===== src/rtl/led_arbiter_if.sv =====
// Bundle between the sensor display requesters and the LED arbiter.
// The master side drives requests and patterns; the slave side is the arbiter.
interface led_arbiter_if #(
   parameter int NUM_REQ = 4
);
   logic [NUM_REQ-1:0]   req;
   logic [6*NUM_REQ-1:0] pattern;
   logic [NUM_REQ-1:0]   grant;
   logic                 active;
   logic [5:0]           led;

   modport master (output req, output pattern, input grant, input active, input led);
   modport slave  (input req, input pattern, output grant, output active, output led);
endinterface


===== src/rtl/led_arbiter.sv =====
// Time-slicing round-robin arbiter for the board's six active-low LEDs,
// falling back to a rotating one-hot walk when nobody is requesting.
module led_arbiter #(
   parameter int NUM_REQ      = 4,
   parameter int SLICE_CYCLES = 13500000,
   parameter int STEP_CYCLES  = 13500000,
   parameter int CNT_W        = 24
) (
   input logic          clk,
   input logic          rst_n,
   led_arbiter_if.slave bus
);
   localparam int IDX_W = (NUM_REQ > 1) ? $clog2(NUM_REQ) : 1;
   localparam logic [CNT_W-1:0] SLICE_LAST = CNT_W'(SLICE_CYCLES - 1);
   localparam logic [CNT_W-1:0] STEP_LAST  = CNT_W'(STEP_CYCLES - 1);
   localparam logic [IDX_W-1:0] LAST_IDX   = IDX_W'(NUM_REQ - 1);

   typedef enum logic {IDLE, GRANT} state_t;

   state_t             state, state_nxt;
   logic [CNT_W-1:0]   timer, timer_nxt;
   logic [5:0]         walk, walk_nxt;
   logic [IDX_W-1:0]   rr_ptr, rr_ptr_nxt;
   logic [IDX_W-1:0]   winner, winner_nxt;
   logic [NUM_REQ-1:0] grant_q, grant_nxt;
   logic               active_q, active_nxt;
   logic [5:0]         led_q, led_nxt;
   logic [IDX_W-1:0]   next_ptr;
   logic [IDX_W:0]     pick_cur, pick_next;

   // Returns {found, index} of the first asserted request searching upward from ptr.
   function automatic logic [IDX_W:0] pick(input logic [NUM_REQ-1:0] r,
                                           input logic [IDX_W-1:0] ptr);
      logic [IDX_W:0] res;
      int k;
      res = '0;
      for (int i = NUM_REQ - 1; i >= 0; i--) begin
         k = (int'(ptr) + i) % NUM_REQ;
         if (r[k]) res = {1'b1, IDX_W'(k)};
      end
      return res;
   endfunction

   always_ff @(posedge clk) begin
      if (!rst_n) begin
         state    <= IDLE;
         timer    <= '0;
         walk     <= 6'b000001;
         rr_ptr   <= '0;
         winner   <= '0;
         grant_q  <= '0;
         active_q <= 1'b0;
         led_q    <= 6'b111110;
      end else begin
         state    <= state_nxt;
         timer    <= timer_nxt;
         walk     <= walk_nxt;
         rr_ptr   <= rr_ptr_nxt;
         winner   <= winner_nxt;
         grant_q  <= grant_nxt;
         active_q <= active_nxt;
         led_q    <= led_nxt;
      end
   end

   // The arbitration pointer after a release always starts just past the current winner.
   always_comb begin
      state_nxt  = state;
      timer_nxt  = timer;
      walk_nxt   = walk;
      rr_ptr_nxt = rr_ptr;
      winner_nxt = winner;
      grant_nxt  = grant_q;
      active_nxt = active_q;
      led_nxt    = led_q;
      next_ptr   = (winner == LAST_IDX) ? '0 : winner + 1'b1;
      pick_cur   = pick(bus.req, rr_ptr);
      pick_next  = pick(bus.req, next_ptr);

      case (state)
         IDLE: begin
            if (pick_cur[IDX_W]) begin
               state_nxt  = GRANT;
               winner_nxt = pick_cur[IDX_W-1:0];
               grant_nxt  = NUM_REQ'(1) << pick_cur[IDX_W-1:0];
               active_nxt = 1'b1;
               timer_nxt  = '0;
               led_nxt    = ~bus.pattern[6*int'(pick_cur[IDX_W-1:0]) +: 6];
            end else begin
               if (timer == STEP_LAST) begin
                  walk_nxt  = {walk[4:0], walk[5]};
                  timer_nxt = '0;
               end else begin
                  timer_nxt = timer + 1'b1;
               end
               led_nxt = ~walk_nxt;
            end
         end
         GRANT: begin
            if (bus.req[winner] && (timer < SLICE_LAST)) begin
               timer_nxt = timer + 1'b1;
               led_nxt   = ~bus.pattern[6*int'(winner) +: 6];
            end else begin
               rr_ptr_nxt = next_ptr;
               timer_nxt  = '0;
               if (pick_next[IDX_W]) begin
                  winner_nxt = pick_next[IDX_W-1:0];
                  grant_nxt  = NUM_REQ'(1) << pick_next[IDX_W-1:0];
                  active_nxt = 1'b1;
                  led_nxt    = ~bus.pattern[6*int'(pick_next[IDX_W-1:0]) +: 6];
               end else begin
                  state_nxt  = IDLE;
                  grant_nxt  = '0;
                  active_nxt = 1'b0;
                  led_nxt    = ~walk;
               end
            end
         end
         default: state_nxt = IDLE;
      endcase
   end

   assign bus.grant  = grant_q;
   assign bus.active = active_q;
   assign bus.led    = led_q;
endmodule


===== src/flat_wrapper.sv =====
// flat-port wrapper written by rule: the top's interface ports become plain ports
module led_arbiter_flat 
#(
   parameter int NUM_REQ      = 4,
   parameter int SLICE_CYCLES = 13500000,
   parameter int STEP_CYCLES  = 13500000,
   parameter int CNT_W        = 24
)
  (clk, rst_n, bus_req, bus_pattern, bus_grant, bus_active, bus_led);
  led_arbiter_if #(.NUM_REQ(NUM_REQ)) bus_i ();
  input logic clk;
  input logic rst_n;
  input wire logic [$bits(bus_i.req)-1:0] bus_req;
  input wire logic [$bits(bus_i.pattern)-1:0] bus_pattern;
  output wire logic [$bits(bus_i.grant)-1:0] bus_grant;
  output wire logic [$bits(bus_i.active)-1:0] bus_active;
  output wire logic [$bits(bus_i.led)-1:0] bus_led;
  assign bus_i.req = bus_req;
  assign bus_i.pattern = bus_pattern;
  assign bus_grant = bus_i.grant;
  assign bus_active = bus_i.active;
  assign bus_led = bus_i.led;
  led_arbiter #(.NUM_REQ(NUM_REQ), .SLICE_CYCLES(SLICE_CYCLES), .STEP_CYCLES(STEP_CYCLES), .CNT_W(CNT_W)) u_core (.clk(clk), .rst_n(rst_n), .bus(bus_i));
endmodule

===== config.mk =====
export PLATFORM = sky130hd
export DESIGN_NAME = led_arbiter_flat
export DESIGN_NICKNAME = d
export VERILOG_FILES = /design/src/rtl/led_arbiter_if.sv /design/src/rtl/led_arbiter.sv /design/src/flat_wrapper.sv
export SDC_FILE = /design/constraint.sdc
export NUM_CORES = 1
export LEC_CHECK = 0
export ABC_AREA = 1
export CAP_MARGIN = 20
export CELL_PAD_IN_SITES_DETAIL_PLACEMENT = 1
export CELL_PAD_IN_SITES_GLOBAL_PLACEMENT = 1
export CORE_MARGIN = 5
export CORE_UTILIZATION = 35
export CTS_CLUSTER_DIAMETER = 120
export DETAILED_ROUTE_END_ITERATION = 8
export GPL_TIMING_DRIVEN = 0
export PLACE_DENSITY_LB_ADDON = 0.1
export SYNTH_ARGS = -nofsm -noshare
export SYNTH_HDL_FRONTEND = slang
export SYNTH_SLANG_ARGS = --single-unit

===== constraint.sdc =====
create_clock -name clk -period 2 [get_ports clk]
set_clock_uncertainty 0.1 [all_clocks]
set_input_delay 0.6 -clock clk [delete_from_list [all_inputs] [get_ports clk]]
set_output_delay 0.6 -clock clk [all_outputs]
set_load 0.05 [all_outputs]

# Word-level counts from Yosys, hierarchy flattened
# Cells that the tools add are included.
[word_totals] register_bits=46 in_bits=30 out_inout_bits=11
[classes] add_sub_neg=8 n_mul=3 order_cmp=10 n_eq_ne=5 shifts=5 mux=59 n_bitwise=14 n_reduce_logical=11
[ops] operator="$shiftx A24 B32 Y6" n=3
[ops] operator="$mux W24" n=3
[ops] operator="$pmux W24 S2" n=1
[ops] operator="$mux W6" n=6
[ops] operator="$not A6 Y6" n=5
[ops] operator="$add A24 B1 Y24 const B" n=1
[ops] operator="$eq A24 B24 Y1 const B" n=1
[ops] operator="$lt A24 B24 Y1 const B" n=1
[ops] operator="$lt A3 B4 Y1 const B" n=6
[ops] operator="$mux W3" n=8
[ops] operator="$mux W1" n=20
[ops] operator="$bmux W1 S2" n=9
[ops] operator="$mul A2 B2 Y4 const A" n=3
[ops] operator="$mux W4" n=3
[ops] operator="$pmux W6 S2" n=1
[ops] operator="$reduce_or A2 Y1" n=6
[ops] operator="$lt A2 B3 Y1 const B" n=3
[ops] operator="$add A2 B2 Y2 const B" n=4
[ops] operator="$mux W2" n=4
[ops] operator="$pmux W4 S2" n=1
[ops] operator="$shl A1 B2 Y4 const A" n=2
[ops] operator="$add A2 B1 Y2 const B" n=3
[ops] operator="$and A1 B1 Y1 const A" n=6
[ops] operator="$reduce_and A2 Y1" n=3
[ops] operator="other kinds (8)" n=12

# Logic depth before layout (Yosys ltp)
[logic_depth] ltp_word=18 depth_mapped=18 depth_no_buf=17

# Worst setup path after synthesis
# No wires, ideal clock.
[synth_path] path_kind="register to register" startpoint="register u_core.winner[0]" endpoint="register u_core.timer[16]" t_arrival_ns=1.958 required_ns=1.828 path_slack_ns=-0.130 path_stages_with_launch=17 n_path_buf=1 period_less_slack_ns=2.130 cell_sequence="dfxtp_1 -> ha_1 -> inv_2 -> nand2_4 -> nand2_1 -> nand2_2 -> nand2_1 -> nand2_2 -> nand2_2 -> nor2_8 -> inv_4 -> nor2_8 -> inv_2 -> nand2_4 -> nand3_4 -> buf_6 -> nor3b_2"
[synth_via] elab_chain_cells=5
[synth_rtl] element="start: declaration" line_no="led_arbiter.sv:24" text="logic [IDX_W-1:0] winner, winner_nxt;"
[synth_rtl] element="start signal: assignment" line_no="led_arbiter.sv:59" text="winner <= winner_nxt;"
[synth_rtl] element="$bmux W1 S2" line_no="led_arbiter.sv:100" text="if (bus.req[winner] && (timer < SLICE_LAST)) begin"
[synth_rtl] element="$mux W1 (not written as such)" line_no="led_arbiter.sv:100"
[synth_rtl] element="$logic_and A1 B1 Y1" line_no="led_arbiter.sv:100"
[synth_rtl] element="$mux W24" line_no="led_arbiter.sv:100"
[synth_rtl] element="$pmux W24 S2" line_no="led_arbiter.sv:80" text="case (state)"
[synth_rtl] element="end signal: assignment" line_no="led_arbiter.sv:56" text="timer <= timer_nxt;"
[synth_rtl] element="end: declaration" line_no="led_arbiter.sv:21" text="logic [CNT_W-1:0] timer, timer_nxt;"
# Every way passes these cells. The select of a mux whose other input is x is not followed.
# A chain may end at the register's enable or synchronous reset.

# Final worst setup path
[layout_path] startpoint="register u_core.winner[0]" endpoint="register u_core.timer[2]"
# The elaborated chain is that of the path after synthesis.

==> impl_metrics.yaml <==
worst_setup_path:
  rrSetupSlack_ps: -230
  reg2reg_to: "u_core.timer[2]"
  r2r_cells: 16
  crit_slowest_cell: "dfxtp_4"
  critPathKind: "flop to flop"
  arrival_ps: 2370
  crit_chain: "ha_4 > inv_2 > nand2_4 > nand2_2 > nand2_2 > nand2_2 > nand2_4 > nand2_4 > nor2_8 > inv_8 > nor2_8 > inv_2 > nand2_4 > nand3_4 > buf_12 > nor3_2"
  critPathMaxFanout: 8
  crit_end: "u_core.timer[2]"
  cpPeakStageDelay_ps: 380
  critPathBufInv: 4
  crit_required_ps: 2140
  cp_top_family: "simple AND/OR/NAND/NOR gates"
  startpoint: "u_core.winner[0]"
  cp.depth: 16
  critPathMostFrequentCell: "nand2_4"
  end_kind: "flop"
  crit_path_start_kind: "flop"
  timing.rr.start: "u_core.winner[0]"
drt:
  drc: 0
  via_per_inst: 5.20
  first_pass_iters: 4
  drt_iter0_drc: 187
  wl_per_cell_um: 16.9
  num_vias: 3949
  wirelength_um: 12800
  ant_nets: 0
logic_synthesis:
  synth.most_common_cell: "nand2_1"
  syn_nets: 572
  ys_types: 36
  ys.flop_type: "dfxtp_1"
  syn-cell-area_um2: 3310
  synth.avg_cell_area_um2: 6.13
  syn_inst: 540
  ys_seq_area_share_pct: 27.8
  yosysTopAreaCell: "dfxtp_1"
  synth_common_cells: "nand2_1 (159), inv_1 (62), nand3_1 (57)"
  synth_edf_count: 0
  synth_seq_cells: 46
  ys_warn_count: 0
  async_flop_share_pct: 0
  synth_top_area_share_pct: 27.8
  synth_area_leaders: "dfxtp_1 (28%), nand2_1 (18%), nand3_1 (8.6%)"
global_route:
  grt_usage_pct: 22.2
  grt_max_degree: 15
  grt_pass1_wl_um: 20800
  grt_overflow: 0
  antenna_found_initial: 0
  grt_pass1_vias: 4231
timing:
  final-hold-violation-count: 0
  worst_slack_ps: -230
  hold_ws_ps: 320
  fin_crit_ps: 2230
  maxSlewHeadroom_pct: 63.8
  rsz0062_at_grt: "true"
  tightest_slew_ps: 543
  setup_viol_count_final: 43
  drv_slew: 0
  max_freq_mhz: 448
  fin_crit_sh_pct: 111
clock_tree:
  htreeDepth: 2
  clk_path_buf_depth: 2
  clockRootBuffer: "clkbuf_8"
  cts_sinks: 46
  worstSkewPairLatency_ps: 310
  clkTransAtPathRegs_ps: 90
  cts_tree: "built"
  cts_buffers: 5
cells_and_area:
  finalNetCount: 661
  layout-drive-gt1-share_pct: 31.6
  n_antenna_cell: 0
  stdcell_count: 759
  utilization_pct: 54.1
  multi_input_area_um2: 2600
  fill_cells: 1192
  syn_to_final_growth_pct: 50.8
  seqCellArea_um2: 932
floorplanning:
  floorplan.initialDensity_pct: 35.8
  die-height_um: 107
  rows: 35
  die_x_um: 107
  io-pin-count: 41
  dieArea_um2: 11500
  core_region_area_um2: 9240
place:
  place.port_buffers: 40
  place_ws_ps: -1110
  globalplace.congestion: 0.813
  dp_hpwl_um: 8320
  dp_cells: 709
power:
  vdd_drop_max_uv: 515
  finalPower_uw: 7350
  p_per_area_nw_per_um2: 1470
  p_leak_uw: 0.00205
hold_path:
  hp-class: "flop to flop"
run_status:
  status: "finished with violations"
  violations: "negative setup slack"
flow_run:
  maxCapViolations: 0
==> routing by layer <==
metal / wire, µm / track usage, % / vias to the layer above
met5: 0 / 0 / -
met4: 127 / 4.66 / 0
met3: 380 / 2.76 / 14
met2: 6830 / 41.3 / 68
met1: 5490 / 27.1 / 1914
li1: - / - / 1953
==> power breakdown <==
group          internal, µW  switching (µW)
sequential             1070            94.5
combinational          2120            3350
clock                   374             348
==> cells by family after synthesis <==
group	share of synthesized area, %
and+or+nand+nor	42.2
AOI/OAI and AO/OA	16.5
xor gates and xnor gates	2.64
DFF	27.8
buffers and inverters	10.1
adders and majority gates	0.755
==> cell usage in the layout, fill, tap and decap left out, types with 8 or more instances in the layout <==
master	count
dfxtp_1	41
nand2_2	29
a21oi_1	21
nand3_2	14
buf_6	16
clkdlybuf4s50_1	25
dlygate4sd2_1	14
nand2_1	126
nor2_2	10
nand3_1	41
o21ai_1	12
a21oi_2	8
buf_4	26
nand2_4	11
o211ai_1	22
inv_1	52
nor2_1	29
nor2_4	15
o21ai_0	12
==> worst reg2reg max path: stages (launching register included) <==
cell,delay (ps)
dfxtp_4,380
ha_4,190
inv_2,60
nand2_4,110
nand2_2,70
nand2_2,100
nand2_2,80
nand2_4,80
nand2_4,70
nor2_8,160
inv_8,50
nor2_8,110
inv_2,60
nand2_4,70
nand3_4,140
buf_12,180
nor3_2,160
==> worst min-delay path by stage <==
stage	to	slack (ps)	cells after the start	start
finish	u_core.timer[0]	320	1	u_core.timer[0]
global route	u_core.timer[0]	340	1	u_core.timer[0]
CTS	u_core.timer[0]	330	1	u_core.timer[0]
detailed placement	u_core.timer[0]	350	1	u_core.timer[0]
global placement	u_core.timer[0]	330	1	u_core.timer[0]
floorplan	u_core.timer[0]	320	1	u_core.timer[0]
==> cell type report <==
class,count,area share (%)
well taps,129,3.23
inverters,67,5.66
clock inverters,2,0.752
repair buffers,82,15.7
flip-flops and latches,46,18.7
multi-input cells,413,52.1
plain buffers,14,2.48
clock buffers,6,1.45
==> per-stage QoR <==
stage                     setup TNS, ps  area [µm²]
after floorplan                   -73.5        3340
after global routing             -11320        4990
after CTS                         -3480        4670
after detailed placement         -38200        3900
after global placement           -36740        3900
final                             -6520        4990
==> registers in the layout (all words and copies together) (netlist names) <==
name               count
u_core.timer          24
u_core.walk            6
u_core.bus.grant       4
u_core.rr_ptr          2
u_core.bus.active      1
u_core.state           1
u_core.bus.led         6
u_core.winner          2
==> timing repair <==
action	4_1_cts	5_1_grt
gates cloned	6	0
resized for setup	137	88
pin swaps	30	52
hold buffers	0	0
endpoints found under the setup margin	56	45
hold endpoints to repair	0	0
setup buffers	29	12
No activity file was read; power rests on OpenSTA's default activity.
==> RTL change 1: new RTL, config.mk and constraints unchanged <==
`CNT_W` is set to 24 in 2 places; all go to 48.
--- a/src/rtl/led_arbiter.sv
+++ b/src/rtl/led_arbiter.sv
@@ -4,7 +4,7 @@
    parameter int NUM_REQ      = 4,
    parameter int SLICE_CYCLES = 13500000,
    parameter int STEP_CYCLES  = 13500000,
-   parameter int CNT_W        = 24
+   parameter int CNT_W        = 48
 ) (
    input logic          clk,
    input logic          rst_n,
--- a/src/flat_wrapper.sv
+++ b/src/flat_wrapper.sv
@@ -4,7 +4,7 @@
    parameter int NUM_REQ      = 4,
    parameter int SLICE_CYCLES = 13500000,
    parameter int STEP_CYCLES  = 13500000,
-   parameter int CNT_W        = 24
+   parameter int CNT_W        = 48
 )
   (clk, rst_n, bus_req, bus_pattern, bus_grant, bus_active, bus_led);
   led_arbiter_if #(.NUM_REQ(NUM_REQ)) bus_i ();
Function: same outputs for any inputs over 4 cycles, from zero or initial values and one cycle with rst_n low; that may be too few to reach the edited logic, so the function may still have changed.
==> RTL change 1 against the unedited design <==
  * The flow still finishes with violations (setup timing)
  * Setup slack got worse by 0.16 ns
  * Sequential cell count increased by 24
  * Cell area is 58% higher
  * Synthesized area increased by 46%
  * Total power grew 22%
  * Core utilization rose by 3.6 points
  * Die area increased by 41%
  * Worst hold slack better by 0.053 ns
  * Synthesized cell count grew 43%
  * Clock power up 150%
  * Routed wire length is 88% higher
  * Count of clock-buffer cells in the layout grew 8
  * Final cell count rose by 47%
  * Critical path type unchanged
  * Largest cell class unchanged
  * Highest routed layer unchanged
==> RTL change 1: results (changes against the unedited design) <==
- Outcome: complete, but fails checks
- Failing checks: setup timing
- GRT Total Usage: 24.1% (+1.9 points)
- Post-Syn Nets: 806 (+41%)
- Inserted Clock Buffers: 9 (+4)
- Detailed Route WL: 24100 um (+88%)
- Worst EP arrival: 2.54 ns (+0.17 ns)
- Endpoints failing setup: 66 (+53%)
- Leakage power: 0.00324 uW (+58%)
- Htree depth: 3 (+1)
- Largest register FFs: 48 (+100%)
- Worst Hold End: u_core.timer[32]$_SDFF_PN0_
- PnR worst setup slack: -0.388 ns (-0.158 ns)
- Placed insts: 994 (+40%)
- Min Hold Slack: 0.373 ns (+0.0531 ns)
- Worst-Margin Slew: 0.599 ns (+0.0554 ns)
- DR iter-0 viols: 404 (+120%)
- Capturing point of the worst reg2reg path: u_core.timer[45]$_SDFF_PN0_
- DR vias: 6189 (+57%)
- Hpwl dp: 12500 um (+50%)
- Avg WL per Cell: 21.5 um (+27%)
- Most frequent cells after synthesis: nand2_1, inv_1, nor2_1, dfxtp_1, a21oi_1
- Reg-to-Reg Start: u_core.timer[0]$_SDFF_PN0_
- Synth area leaders: dfxtp_1, nand2_1, inv_1, nor2_1, a21oi_1
- Worst-path clk slew: 0.06 ns (-0.03 ns)
- Compound-Gate Fraction of Synth Area: 13.5% (-3.0 points)
- Max Slew Vio Count: 0 (unchanged)
- Worst-path maximum fanout: 4 (-4)
- Adder-cell share of the synthesized area: 0.517% (-0.24 points)
- Clk Latency, worst-skew pair: 0.36 ns (+0.05 ns)
- Placer Congestion: 0.901 (+11%)
- Post-CTS Setup Bufs: 72 (+150%)
- Pre-antenna DRT Iters: 5 (+1)
- First-pass GRT wire length: 31500 um (+52%)
- Reg2reg path depth: 15 (-1)
- Max VDD drop: 633 uV (+23%)
- Synth Area in XOR/XNOR: 3.44% (+0.79 points)
- Largest net degree at the start of global routing: 12 (-3)
- CTS Root Buffer Type: clkbuf_16
-- RTL change 1: changes by cell type in the layout (fill, tap and decap cells not counted), sizes merged, moves of 7 or more --
cell and change:
a21oi +27, buf +66, clkbuf +7, dfxtp +24
inv +57, nand2 +44, nand4 +21, nor2 +43
nor3 +13, o211ai -15, o21ai +8, xor2 +7
-- RTL change 1: report_power, final --
group | total (uW) | switching, uW | internal, uW | leakage, uW
clock | 1790 | 687 | 1100 | 0.000155
combinational | 5580 | 3560 | 2020 | 0.00249
sequential | 1630 | 101 | 1530 | 0.000590
total | 9000 | 4350 | 4660 | 0.00324
-- RTL change 1: worst max-delay path by stage --
stage	startpoint	end	slack, ns
after floorplan	u_core.timer[0]$_SDFF_PN0_	u_core.timer[42]$_SDFF_PN0_	0.005
after global placement	bus_req[0]	u_core.bus.led[2]$_SDFF_PN1_	-1.05
after detailed placement	bus_req[1]	u_core.bus.led[5]$_SDFF_PN1_	-1.08
after CTS	u_core.timer[1]$_SDFF_PN0_	u_core.timer[36]$_SDFF_PN0_	-0.25
after global routing	u_core.timer[0]$_SDFF_PN0_	u_core.timer[45]$_SDFF_PN0_	-0.49
final	u_core.timer[0]$_SDFF_PN0_	u_core.timer[45]$_SDFF_PN0_	-0.39
-- RTL change 1: final cells by class --
cell class                      instances  area (um2)
Sequential cell                        70        1480
Buffer                                 12         144
Fill cell                            1691        5810
Tap cell                              180         225
Inverter                              123         497
Clock buffer                           14         284
Clock inverter                          2        37.5
Timing Repair Buffer                  148        1390
Multi-Input combinational cell        569        3860
-- RTL change 1: routing by layer --
metal / routed length [um] / track usage (%) / up-vias
met5: 0 / 0 / -
met4: 979 / 9.55 / 0
met3: 920 / 3.22 / 86
met2: 12300 / 42.8 / 221
met1: 9890 / 29.2 / 3049
li1: - / - / 2833
-- RTL change 1: cell families (layout without fill, tap and decap cells) --
| logic type | after synthesis | count (layout) |
|---|---|---|
| AO/OA/AOI/OAI | 117 | 117 |
| XOR/XNOR | 19 | 19 |
| adder cells (fa/ha/maj) | 2 | 2 |
| buffers and inverters | 136 | 299 |
| flip-flops | 70 | 70 |
| AND/OR/NAND/NOR | 430 | 431 |
-- RTL change 1: metrics by stage --
step | setup TNS, ns | worst slack (ns) | instance area [um2] | power, uW | utilization, %
floorplan | 0 | 0.00486 | 4840 | 4010 | -
global placement | -49.24 | -1.05 | 5470 | 4920 | 39.9
detailed placement | -50.01 | -1.08 | 5470 | 5020 | 39.9
CTS | -4.79 | -0.251 | 7130 | 7960 | 52.0
global route | -20.03 | -0.490 | 7910 | 9390 | 57.6
finish | -14.74 | -0.388 | 7910 | 9000 | 57.6
==> RTL change 2: new RTL, same flow settings <==
Without the edit above. Reset style: asynchronous (`rst_n`), changed in one clocked block.
--- a/src/rtl/led_arbiter.sv
+++ b/src/rtl/led_arbiter.sv
@@ -41,7 +41,7 @@
       return res;
    endfunction
 
-   always_ff @(posedge clk) begin
+   always_ff @(posedge clk or negedge rst_n) begin
       if (!rst_n) begin
          state    <= IDLE;
          timer    <= '0;
Function: differs if rst_n is asserted again (counterexample within 4 cycles, from zero or initial values and one cycle with rst_n low); with rst_n held inactive, the same outputs for 4 cycles.
==> RTL change 2 against the unedited design <==
  * The flow still finishes with violations (setup timing)
  * Routed wire length is 0.21% higher
  * Total power is 33% higher
  * Cell area is 7.2% higher
  * Critical path depth is 3 lower
  * Synthesized area is 11% higher
  * Sequential cell count stayed put
  * Setup slack better by 0.027 ns
  * Sequential power is 14% higher
==> RTL change 2: results (changes against the unedited design) <==
- Placed inst area: 0.00425 mm2 (+8.9%)
- Fillers: 1307 (+9.6%)
- Hold Crit Class: input port to async pin
- DR vias: 3960 (+0.28%)
- I/O Buffers: 40 (unchanged)
- DR iter-0 viols: 194 (+3.7%)
- Worst EP arrival: 2.35 ns (-0.02 ns)
- Most frequent cells after synthesis: nand2_1, nand3_1, inv_1, nor2_1, dfrtp_1
- Max VDD drop: 1540 uV (+200%)
- Slew margin rel.: 64.5% (+0.68 points)
- Outcome: complete, but fails checks
- Placer Congestion: 0.828 (+1.9%)
- First-pass GRT wire length: 20100 um (-3.4%)
- Synth area leaders: dfrtp_1, nand2_1, nand3_1, inv_1, dfstp_2
- Sequential area share after synthesis: 31.6% (+3.8 points)
- Endpoints failing setup: 30 (-30%)
- Leakage power: 0.00255 uW (+25%)
- GRT Total Usage: 19.0% (-3.2 points)
- Slowest cell delay on critical path: 0.43 ns (+0.05 ns)
- Worst-path maximum fanout: 5 (-3)
- Hpwl dp: 8880 um (+6.7%)
- Netlist cell types: 38 (+5.6%)
- Share of layout cells above drive strength 1: 33.1% (+1.5 points)
- Crit path max-delay cell type: dfrtp_1
- Vias in the first global route: 4108 (-2.9%)
- Final #Nets: 674 (+2.0%)
- PnR worst setup slack: -0.203 ns (+0.0271 ns)
- Failing checks: setup timing
- Sw Share: 52.3% (+0.71 points)
- Post-synth ARST share: 100% (+100 points)
- Post-Syn Nets: 581 (+1.6%)
- Detailed Route WL: 12900 um (+0.21%)
- Layout area overhead: 46.2%
- Final TNS setup: -2.43 ns (+4.09 ns)
- Largest net degree at the start of global routing: 32 (+17)
RTL change 2: cell types whose count changed in the layout (fill, tap and decap cells not counted), sizes merged, moves of 8 or more:
cell / delta
nor2: -8
dfrtp: +40
xor2: +8
o211ai: -16
nand3: +30
dfxtp: -46
buf: +9
RTL change 2: layout make-up:
class / count / area share, %
plain buffers: 19 / 3.20
clock buffers: 6 / 1.54
clock inverters: 2 / 0.234
inverters: 69 / 5.19
multi-input cells: 415 / 49.1
flip-flops and latches: 46 / 21.7
well taps: 136 / 3.18
repair buffers: 86 / 15.9
RTL change 2: logic make-up (layout without fill, tap and decap cells):
logic type,after synthesis,in the layout,share of synthesized area [%]
DFF,46,46,31.6
AOI/OAI and AO/OA,77,77,12.8
buffers and inverters,88,182,10.5
adders and majority gates,2,2,0.683
xor gates and xnor gates,18,18,4.30
and+or+nand+nor,318,318,40.1
RTL change 2: worst paths after layout:
check | cells after the start | slack [ns] | to | from
max | 13 | -0.20 | u_core.bus.grant[0]$_DFFE_PN0P_ | u_core.winner[1]$_DFFE_PN0P_
min | 1 | 0.1 | u_core.timer[19]$_DFF_PN0_ | rst_n
max reg2reg | 13 | -0.20 | u_core.bus.grant[0]$_DFFE_PN0P_ | u_core.winner[1]$_DFFE_PN0P_
min reg2reg | 2 | 0.38 | u_core.bus.active$_DFFE_PN0P_ | u_core.bus.active$_DFFE_PN0P_
max in group asynchronous | 2 | 1.13 | u_core.bus.led[4]$_DFF_PN1_ | rst_n
min in group clk | 2 | 0.38 | u_core.bus.active$_DFFE_PN0P_ | u_core.bus.active$_DFFE_PN0P_
RTL change 2: timing repair:
action,CTS,global route
hold buffers,0,0
cloned,3,2
hold endpoints to repair,0,0
resized for setup,98,91
setup endpoints to repair,57,42
setup buffers,27,13
pin swaps,30,46
RTL change 2: stage by stage:
| stage | setup WS [ns] | total power (uW) | std cells | hold WS, ns |
|---|---|---|---|---|
| 2_1_floorplan | 0.00617 | 5320 | 549 | 0.204 |
| 3_3_place_gp | -1.12 | 6760 | 725 | 0.351 |
| 3_5_place_dp | -0.920 | 6880 | 726 | 0.353 |
| 4_1_cts | -0.188 | 9010 | 764 | 0.110 |
| 5_1_grt | -0.343 | 10500 | 779 | 0.118 |
| 6_report | -0.203 | 9760 | 779 | 0.0981 |
RTL change 2: layer usage:
layer  wire length, um  vias up  global-route usage [%]
met4               242        0                    4.33
met5                 0        -                       0
met2              6440       68                    32.2
li1                  -     1969                       -
met1              5920     1908                    26.0
met3               255       15                    2.21
RTL change 2: power by group through the flow:
stage / Sequential (uW) / Combinational (uW) / Clock (uW)
after floorplan: 1640 / 3680 / 0
after global placement: 1300 / 5460 / 0
after detailed placement: 1310 / 5570 / 0
after CTS: 1310 / 7070 / 636
after global routing: 1340 / 8470 / 690
final: 1320 / 7830 / 612
